==> src/rtl/tiny_cpu_pkg.sv <==
// tiny_cpu_pkg: shared constants and types for the tiny CPU sequencer.
// Host command opcodes, CPU opcodes, memory geometry and FSM encoding.
package tiny_cpu_pkg;

  localparam int MEM_AW   = 5;
  localparam int MEM_DW   = 8;
  localparam int CPU_PC_W = 8;

  localparam logic [1:0] CMD_WRITE = 2'b00;
  localparam logic [1:0] CMD_READ  = 2'b01;
  localparam logic [1:0] CMD_RUN   = 2'b10;
  localparam logic [1:0] CMD_HALT  = 2'b11;

  localparam logic [1:0] OP_LD  = 2'b00;
  localparam logic [1:0] OP_ST  = 2'b01;
  localparam logic [1:0] OP_ALU = 2'b10;
  localparam logic [1:0] OP_JZ  = 2'b11;

  typedef enum logic [1:0] {
    S_IDLE  = 2'b00,
    S_HACC  = 2'b01,
    S_FETCH = 2'b10,
    S_EXEC  = 2'b11
  } state_t;

endpackage

==> src/rtl/tiny_cpu_seq_ctrl_mem_port_mux.sv <==
// mem_port_mux: picks the single memory port owner from the sequencer state.
// In: state, host/fetch/cpu requests. Out: mem_addr, mem_we, mem_wdata.
import tiny_cpu_pkg::*;

module mem_port_mux #(
  parameter int AW = MEM_AW,
  parameter int DW = MEM_DW
) (
  input  state_t          state,
  input  logic [AW-1:0]   host_addr,
  input  logic            host_we,
  input  logic [DW-1:0]   host_wdata,
  input  logic [AW-1:0]   fetch_addr,
  input  logic            cpu_req,
  input  logic            cpu_we,
  input  logic [AW-1:0]   cpu_addr,
  input  logic [DW-1:0]   cpu_wdata,
  output logic [AW-1:0]   mem_addr,
  output logic            mem_we,
  output logic [DW-1:0]   mem_wdata
);

  always_comb begin
    mem_addr  = '0;
    mem_we    = 1'b0;
    mem_wdata = '0;
    unique case (state)
      S_IDLE: ;
      S_HACC: begin
        mem_addr  = host_addr;
        mem_we    = host_we;
        mem_wdata = host_wdata;
      end
      S_FETCH: begin
        mem_addr = fetch_addr;
      end
      S_EXEC: begin
        if (cpu_req) begin
          mem_addr  = cpu_addr;
          mem_we    = cpu_we;
          mem_wdata = cpu_wdata;
        end
      end
    endcase
  end

endmodule

==> src/rtl/tiny_cpu_seq_ctrl.sv <==
// tiny_cpu_seq_ctrl: FETCH/EXEC sequencer and host/CPU memory arbiter.
// Ports: host cmd/rsp, CPU pc + mem request, cpu_step/instr, memory port.
import tiny_cpu_pkg::*;

module tiny_cpu_seq_ctrl #(
  parameter int AW   = MEM_AW,
  parameter int DW   = MEM_DW,
  parameter int PC_W = CPU_PC_W
) (
  input  logic            clk,
  input  logic            rst_n,
  input  logic            cmd_valid,
  output logic            cmd_ready,
  input  logic [1:0]      cmd_op,
  input  logic [AW-1:0]   cmd_addr,
  input  logic [DW-1:0]   cmd_data,
  output logic            rsp_valid,
  output logic [DW-1:0]   rsp_data,
  input  logic [PC_W-1:0] pc,
  input  logic            cpu_mem_req,
  input  logic            cpu_mem_we,
  input  logic [AW-1:0]   cpu_mem_addr,
  input  logic [DW-1:0]   cpu_mem_wdata,
  output logic            cpu_step,
  output logic [DW-1:0]   instr,
  output logic            running,
  output logic [AW-1:0]   mem_addr,
  output logic            mem_we,
  output logic [DW-1:0]   mem_wdata,
  input  logic [DW-1:0]   mem_rdata
);

  state_t        state;
  state_t        state_n;
  logic          ret_fetch;
  logic          ret_n;
  logic          run_mode;
  logic          run_n;
  logic          host_last;
  logic          hl_n;
  logic          latch;
  logic          h_we;
  logic          h_rd;
  logic [AW-1:0] h_addr;
  logic [DW-1:0] h_data;
  logic          acc;
  logic          acc_host;
  logic          acc_run;
  logic          acc_halt;

  // Fetch wraps modulo memory size; upper pc bits are ignored.
  logic pc_unused;
  assign pc_unused = ^pc[PC_W-1:AW];

  assign cmd_ready = (state == S_IDLE) | (state == S_EXEC);
  assign acc       = cmd_valid & cmd_ready;
  assign acc_host  = acc & ((cmd_op == CMD_WRITE) | (cmd_op == CMD_READ));
  assign acc_run   = acc & (cmd_op == CMD_RUN);
  assign acc_halt  = acc & (cmd_op == CMD_HALT);
  assign running   = run_mode & (state != S_IDLE);

  always_comb begin
    state_n  = state;
    ret_n    = ret_fetch;
    run_n    = run_mode;
    hl_n     = host_last;
    latch    = 1'b0;
    cpu_step = 1'b0;
    unique case (state)
      S_IDLE: begin
        if (acc_host) begin
          state_n = S_HACC;
          ret_n   = 1'b0;
          latch   = 1'b1;
        end else if (acc_run) begin
          run_n   = cmd_data[0];
          state_n = S_FETCH;
        end
      end
      S_HACC: begin
        hl_n    = 1'b1;
        state_n = ret_fetch ? S_FETCH : S_IDLE;
      end
      S_FETCH: begin
        hl_n    = 1'b0;
        state_n = S_EXEC;
      end
      S_EXEC: begin
        cpu_step = 1'b1;
        // Boundary priority: stop, then one host slot, else next fetch.
        if (acc_halt || !run_mode) begin
          state_n = S_IDLE;
          run_n   = 1'b0;
        end else if (acc_host && !host_last) begin
          state_n = S_HACC;
          ret_n   = 1'b1;
          latch   = 1'b1;
        end else begin
          state_n = S_FETCH;
        end
      end
    endcase
  end

  always_ff @(posedge clk or negedge rst_n) begin
    if (!rst_n) begin
      state     <= S_IDLE;
      ret_fetch <= 1'b0;
      run_mode  <= 1'b0;
      host_last <= 1'b0;
      h_we      <= 1'b0;
      h_rd      <= 1'b0;
      h_addr    <= '0;
      h_data    <= '0;
    end else begin
      state     <= state_n;
      ret_fetch <= ret_n;
      run_mode  <= run_n;
      host_last <= hl_n;
      if (latch) begin
        h_we   <= (cmd_op == CMD_WRITE);
        h_rd   <= (cmd_op == CMD_READ);
        h_addr <= cmd_addr;
        h_data <= cmd_data;
      end
    end
  end

  always_ff @(posedge clk or negedge rst_n) begin
    if (!rst_n) begin
      instr     <= '0;
      rsp_valid <= 1'b0;
      rsp_data  <= '0;
    end else begin
      rsp_valid <= (state == S_HACC) & h_rd;
      if (state == S_FETCH)
        instr <= mem_rdata;
      if ((state == S_HACC) && h_rd)
        rsp_data <= mem_rdata;
    end
  end

  mem_port_mux #(
    .AW(AW),
    .DW(DW)
  ) u_mux (
    .state      (state),
    .host_addr  (h_addr),
    .host_we    (h_we),
    .host_wdata (h_data),
    .fetch_addr (pc[AW-1:0]),
    .cpu_req    (cpu_mem_req),
    .cpu_we     (cpu_mem_we),
    .cpu_addr   (cpu_mem_addr),
    .cpu_wdata  (cpu_mem_wdata),
    .mem_addr   (mem_addr),
    .mem_we     (mem_we),
    .mem_wdata  (mem_wdata)
  );

endmodule

==> config.mk <==
export PLATFORM = sky130hd
export DESIGN_NAME = tiny_cpu_seq_ctrl
export DESIGN_NICKNAME = d
export VERILOG_FILES = /design/src/rtl/tiny_cpu_pkg.sv /design/src/rtl/tiny_cpu_seq_ctrl_mem_port_mux.sv /design/src/rtl/tiny_cpu_seq_ctrl.sv
export SDC_FILE = /design/constraint.sdc
export NUM_CORES = 1
export LEC_CHECK = 0
export ABC_AREA = 1
export BUFFER_PORTS_ARGS = -buffer_cell sky130_fd_sc_hd__clkbuf_2
export CAP_MARGIN = 25
export CORE_MARGIN = 3
export CORE_UTILIZATION = 47
export DETAILED_ROUTE_END_ITERATION = 6
export PLACE_DENSITY = 0.83
export SLEW_MARGIN = 0
export SYNTH_ARGS = -nofsm -noshare
export SYNTH_HDL_FRONTEND = slang
export SYNTH_SLANG_ARGS = --single-unit
==> constraint.sdc <==
create_clock -name clk -period 2.3 [get_ports clk]
set_clock_uncertainty 0.2 [all_clocks]
set_input_delay 0.46 -clock clk [delete_from_list [all_inputs] [get_ports clk]]
set_output_delay 0.46 -clock clk [all_outputs]
set_load 0.01 [all_outputs]
Word level (Yosys, flattened, before mapping)
Cells that the tools add are included.

Bits in registers: 37. Bits of input ports: 49. Output and inout port bits: 34. Logic and storage cells: 70.

Equal/unequal tests: 13. Mux-type cells: 26. Bitwise operators: 8. Reductions and logical operators: 12.

Operators by type and width (count): case mux 8 bit (2 select lines) (1); case mux 5 bit (3 select lines) (1); two-way mux 1 bit (11); two-way mux 2 bit (5); case mux 1 bit (2 select lines) (5); == test 2 bit, second input constant (4); two-way mux 8 bit (1); != test 2 bit, second input constant (4); case mux 2 bit (4 select lines) (1); AND reduction 4 bit (2); bitwise AND 1 bit (6); nonzero test 2 bit (3); two-way mux 5 bit (1); == test 2 x 1 -> 1 bit, second input constant (2); logical NOT 2 bit (2); != test 2 x 1 -> 1 bit, second input constant (2); != test 3 bit, second input constant (1); logical AND 1 bit (2); logical NOT 1 bit (2); OR 1 bit (2); logical OR 1 bit (1).

Longest topological paths before layout
Depth in word-level cells: 8. Depth in mapped cells: 11. Depth with buffers taken out: 10.

By module
Synthesis repeated with hierarchy kept, for this count alone.

Cell total of the unflattened synthesis: 260. Area total of the unflattened synthesis: 1929.4 um^2.

By module, submodules not included: tiny_cpu_seq_ctrl (instances 1, cells each 195, area each 1632.8 um^2, seq. area each 925.9 um^2); mem_port_mux (instances 1, cells each 65, area each 296.5 um^2, seq. area each 0.0 um^2).

Least setup slack after synthesis
No wires, ideal clock.

Path type: reg-to-output. Start: register state[0]. End: output mem_addr[1]. Arrival time: 1342 ps. Required time: 1640 ps. Path slack: 298 ps. Cell stages (with the launch flop): 7. Buffers on the path: 2. Path through: dfrtp_1 > inv_1 > ha_1 > clkbuf_1 > buf_2 > nand2_1 > a31oi_1.

Word-level cells in the longest chain between the ends: 2. Elaborated cells between the ends (all ways): 4. Those cells by class: 3 x eq/ne; 1 x mux.

Ends and longest elaborated chain: start: declaration (line tiny_cpu_seq_ctrl.sv:33) `state_t state;`; start signal: assignment (line tiny_cpu_seq_ctrl.sv:116) `state <= state_n;`; == test 2 bit / == test 2 x 1 -> 1 bit (equally long branches) (line tiny_cpu_seq_ctrl_mem_port_mux.sv:27) `unique case (state)`; case mux 5 bit (3 select lines) * (line tiny_cpu_seq_ctrl_mem_port_mux.sv:27); end: declaration (line tiny_cpu_seq_ctrl.sv:27) `output logic [AW-1:0] mem_addr,`.

Every way passes the cells marked *; elsewhere a longest branch is shown, timed or not.

Worst setup path after layout
Start: register state[1]. End: output mem_we.

Word-level cells in the longest chain between the ends: 2. Elaborated cells between the ends (all ways): 3. Those cells by class: 2 x eq/ne; 1 x mux.

Ends and longest elaborated chain: == test 2 bit / == test 2 x 1 -> 1 bit (equally long branches) (line tiny_cpu_seq_ctrl_mem_port_mux.sv:27); case mux 1 bit (2 select lines) * (line tiny_cpu_seq_ctrl_mem_port_mux.sv:27); end: declaration (line tiny_cpu_seq_ctrl.sv:28) `output logic mem_we,`.

Marked as above.

==> reports/metrics.cfg <==
[status]
outcome=complete, no violations

[place]
place_congestion=0.8297
numPortBuffers=79
dpl_cell_area_mm2=0.002316
post-dp-hpwl_um=3318

[critical_path]
crit_path_end_kind=output pin
required_ns=1.64
start_kind=flop
cp_max_fo=7
critical_path_arrival_ns=1.54
r2r_end=h_we$_DFFE_PN0P_
worstSetupPathType=reg -> out
reg2reg_slack_ns=0.26
reg2reg_depth=9
r2r-start=state[0]$_DFFE_PN0P_

[timing]
holdWs_ns=0.1682
max_freq_mhz=453.7
hold_viol=0
fin_tns_setup_ns=0
period_needed_ns=2.204
grt_setup_unrepaired=no
post-route-period-util_pct=95.82
finalSetupViolCount=0
worstMarginPinSlew_ns=0.4919
finalMaxSlewViolations=0
max_slew_margin_pct=67.21

[synth]
yosysWarningCount=0
synth-edff-count=0
synth_xor_area_share_pct=0
synth_top_area_share_pct=49.60
synth_area_mm2=0.001867
syn-mean-instance-area_um2=7.844
synth_fa_ha_area_share_pct=3.351
synthTopCellsByArea=dfrtp_1 (50%), nand2_1 (22%), inv_1 (4.8%)
syn_inst=238
yosysTopAreaCell=dfrtp_1
syn_nets=292
synth_cell_types=22
synth_ff_type=dfrtp_1
synth-simple-area-share_pct=28.95
synth_mux_area_share_pct=0
ys_ff_latch=37
async_reset_ff_share_pct=100.0
yosysSeqAreaShare_pct=49.60
synth_compound_area_share_pct=10.05
synth_top_family_by_area=simple AND/OR/NAND/NOR gates

[clock_tree]
clkTransAtPathRegs_ns=0.07
root_buffer=clkbuf_8
max-clock-path-buffers=2
cts_tree=done
h-tree-depth=2
cts_buffers=5
clkSinkCount=37
clock_latency_ns=0.28

[final_layout]
fin_util_pct=65.88
syn_to_final_growth_pct=32.10
fin_area_mm2=0.002466
drive_gt1_share_pct=35.19
finish.net_count=379
diodes=0

[floorplan]
fp-row-count=22
die_width_um=69.02
die_area_mm2=0.004764
ios=83
die_height_um=69.02
core_mm2=0.003744
start_util_pct=49.87

[routing]
ant_nets=0
vias=1775
post_drt_via_cell_ratio=4.772
drc=0
drt_pass1_iterations=4
routed_wl_um=4401
dr.first_iter.drc_count=60
avgRoutedWirePerCell_um=11.83

[flow_run]
cap_violations=0

[pwr]
power_mw=3.137
p_per_area_mw_per_mm2=1272
ir_drop_v=0.0006643
p_leak_nw=1.374

[grt]
grt_overflow_total=0
grt_max_degree=25
first_global_vias=1753
antenna_found_initial=0
grt_usage_pct=19.72
grt_pass1_wl_um=7824

[hold_path]
hold_path_class=in -> reg
hold_end=h_addr[2]$_DFFE_PN0P_
hold_path_startpoint=cmd_addr[2]
hold_path_depth=3

## per-stage QoR
stage | worst slack (ns) | cells
finish | 0.09612 | 372
global route | 0.0001719 | 372
CTS | 0.001348 | 372
detailed placement | 0.1488 | 363
global placement | 0.2267 | 363
floorplan | 0.2976 | 238
## critical path: stages (launching register included)
cell and delay (ns):
dfrtp_2 0.45, ha_4 0.20, nand2_4 0.10, clkinvlp_4 0.18, nand2_1 0.11, o21ai_0 0.09, clkbuf_2 0.14
## worst max-delay path by stage
| stage | start | endpoint | cells past startpoint |
|---|---|---|---|
| after detailed placement | state[1]$_DFFE_PN0P_ | mem_wdata[6] | 5 |
| after CTS | state[1]$_DFFE_PN0P_ | mem_wdata[6] | 6 |
| final | state[1]$_DFFE_PN0P_ | mem_we | 6 |
| after global routing | state[1]$_DFFE_PN0P_ | mem_wdata[0] | 5 |
| after floorplan | state[0]$_DFFE_PN0P_ | mem_addr[1] | 6 |
| after global placement | state[1]$_DFFE_PN0P_ | mem_wdata[2] | 5 |
## registers in the layout (all words and copies together) (netlist names)
name,count
h_addr,5
rsp_valid,1
host_last,1
h_rd,1
h_data,8
h_we,1
ret_fetch,1
run_mode,1
rsp_data,8
state,2
instr,8
## routing by layer
layer / routed length [um] / vias up / track usage [%] / share of wire [%]
li1: - / 907 / - / -
met3: 339 / 5 / 4.956 / 7.7
met1: 1961 / 799 / 26.03 / 45
met4: 33 / 0 / 5.857 / 0.75
met2: 2067 / 64 / 31.99 / 47
met5: 0 / - / 0 / 0
## repair_timing
action,CTS,global route
setup endpoints to repair,14,15
gates cloned,1,0
hold buffers,1,0
resized for setup,6,9
setup buffers,1,0
endpoints found under the hold margin,17,0
## Yosys cell counts, types with 3 or more instances
cell,instances
o21ai_1,4
a21oi_1,3
nand2_1,107
nor2_2,3
o21ai_2,6
inv_1,24
buf_2,3
ha_1,5
a31oi_1,5
nor2_1,7
dfrtp_1,37
nand3_1,9
o21ai_0,12
## logic make-up after synthesis
group           count (synthesis)
simple gates                  132
compound gates                 31
buf+inv                        33
flops                          37
fa+ha+maj                       5
## placed cells by master (no fill, tap or decap)
master         synthesis  routed
o21ai_0               12      10
buf_12                 0       1
nor2_2                 3       3
nand3b_1               1       1
o21ai_2                6       6
ha_2                   0       1
clkinv_2               0       1
nand2_1              107     105
dlygate4sd3_1          0       1
clkinvlp_4             0       2
o2111ai_1              1       1
buf_4                  0       4
nor2_1                 7       7
o21ai_1                4       6
inv_1                 24      22
nand2_4                2       2
a21oi_1                3       3
a31oi_1                5       5
ha_1                   5       2
dfrtp_2                0       1
clkbuf_2               0      79
or2_2                  1       1
nand2_8                0       1
nand3_1                9       9
dfrtp_1               37      36
clkinv_1               2       2
clkbuf_8               0       5
ha_4                   0       2
inv_2                  1       2
nand2_2                2       3
## cell type report
cell class	instances	area [um2]
clock buffer	5	68.82
fill	331	1277
clock inverter	1	5.005
sequential	37	927.1
timing repair inverter	1	7.507
timing repair buffer	85	455.4
tap	48	60.06
multi-input combinational	168	837.1
inverter	27	105.1
## report_power, final
group	switching (mW)	internal [mW]
clock network	0.207	0.199
logic	0.955	0.637
registers	0.165	0.973
No activity file was read; power rests on OpenSTA's default activity.
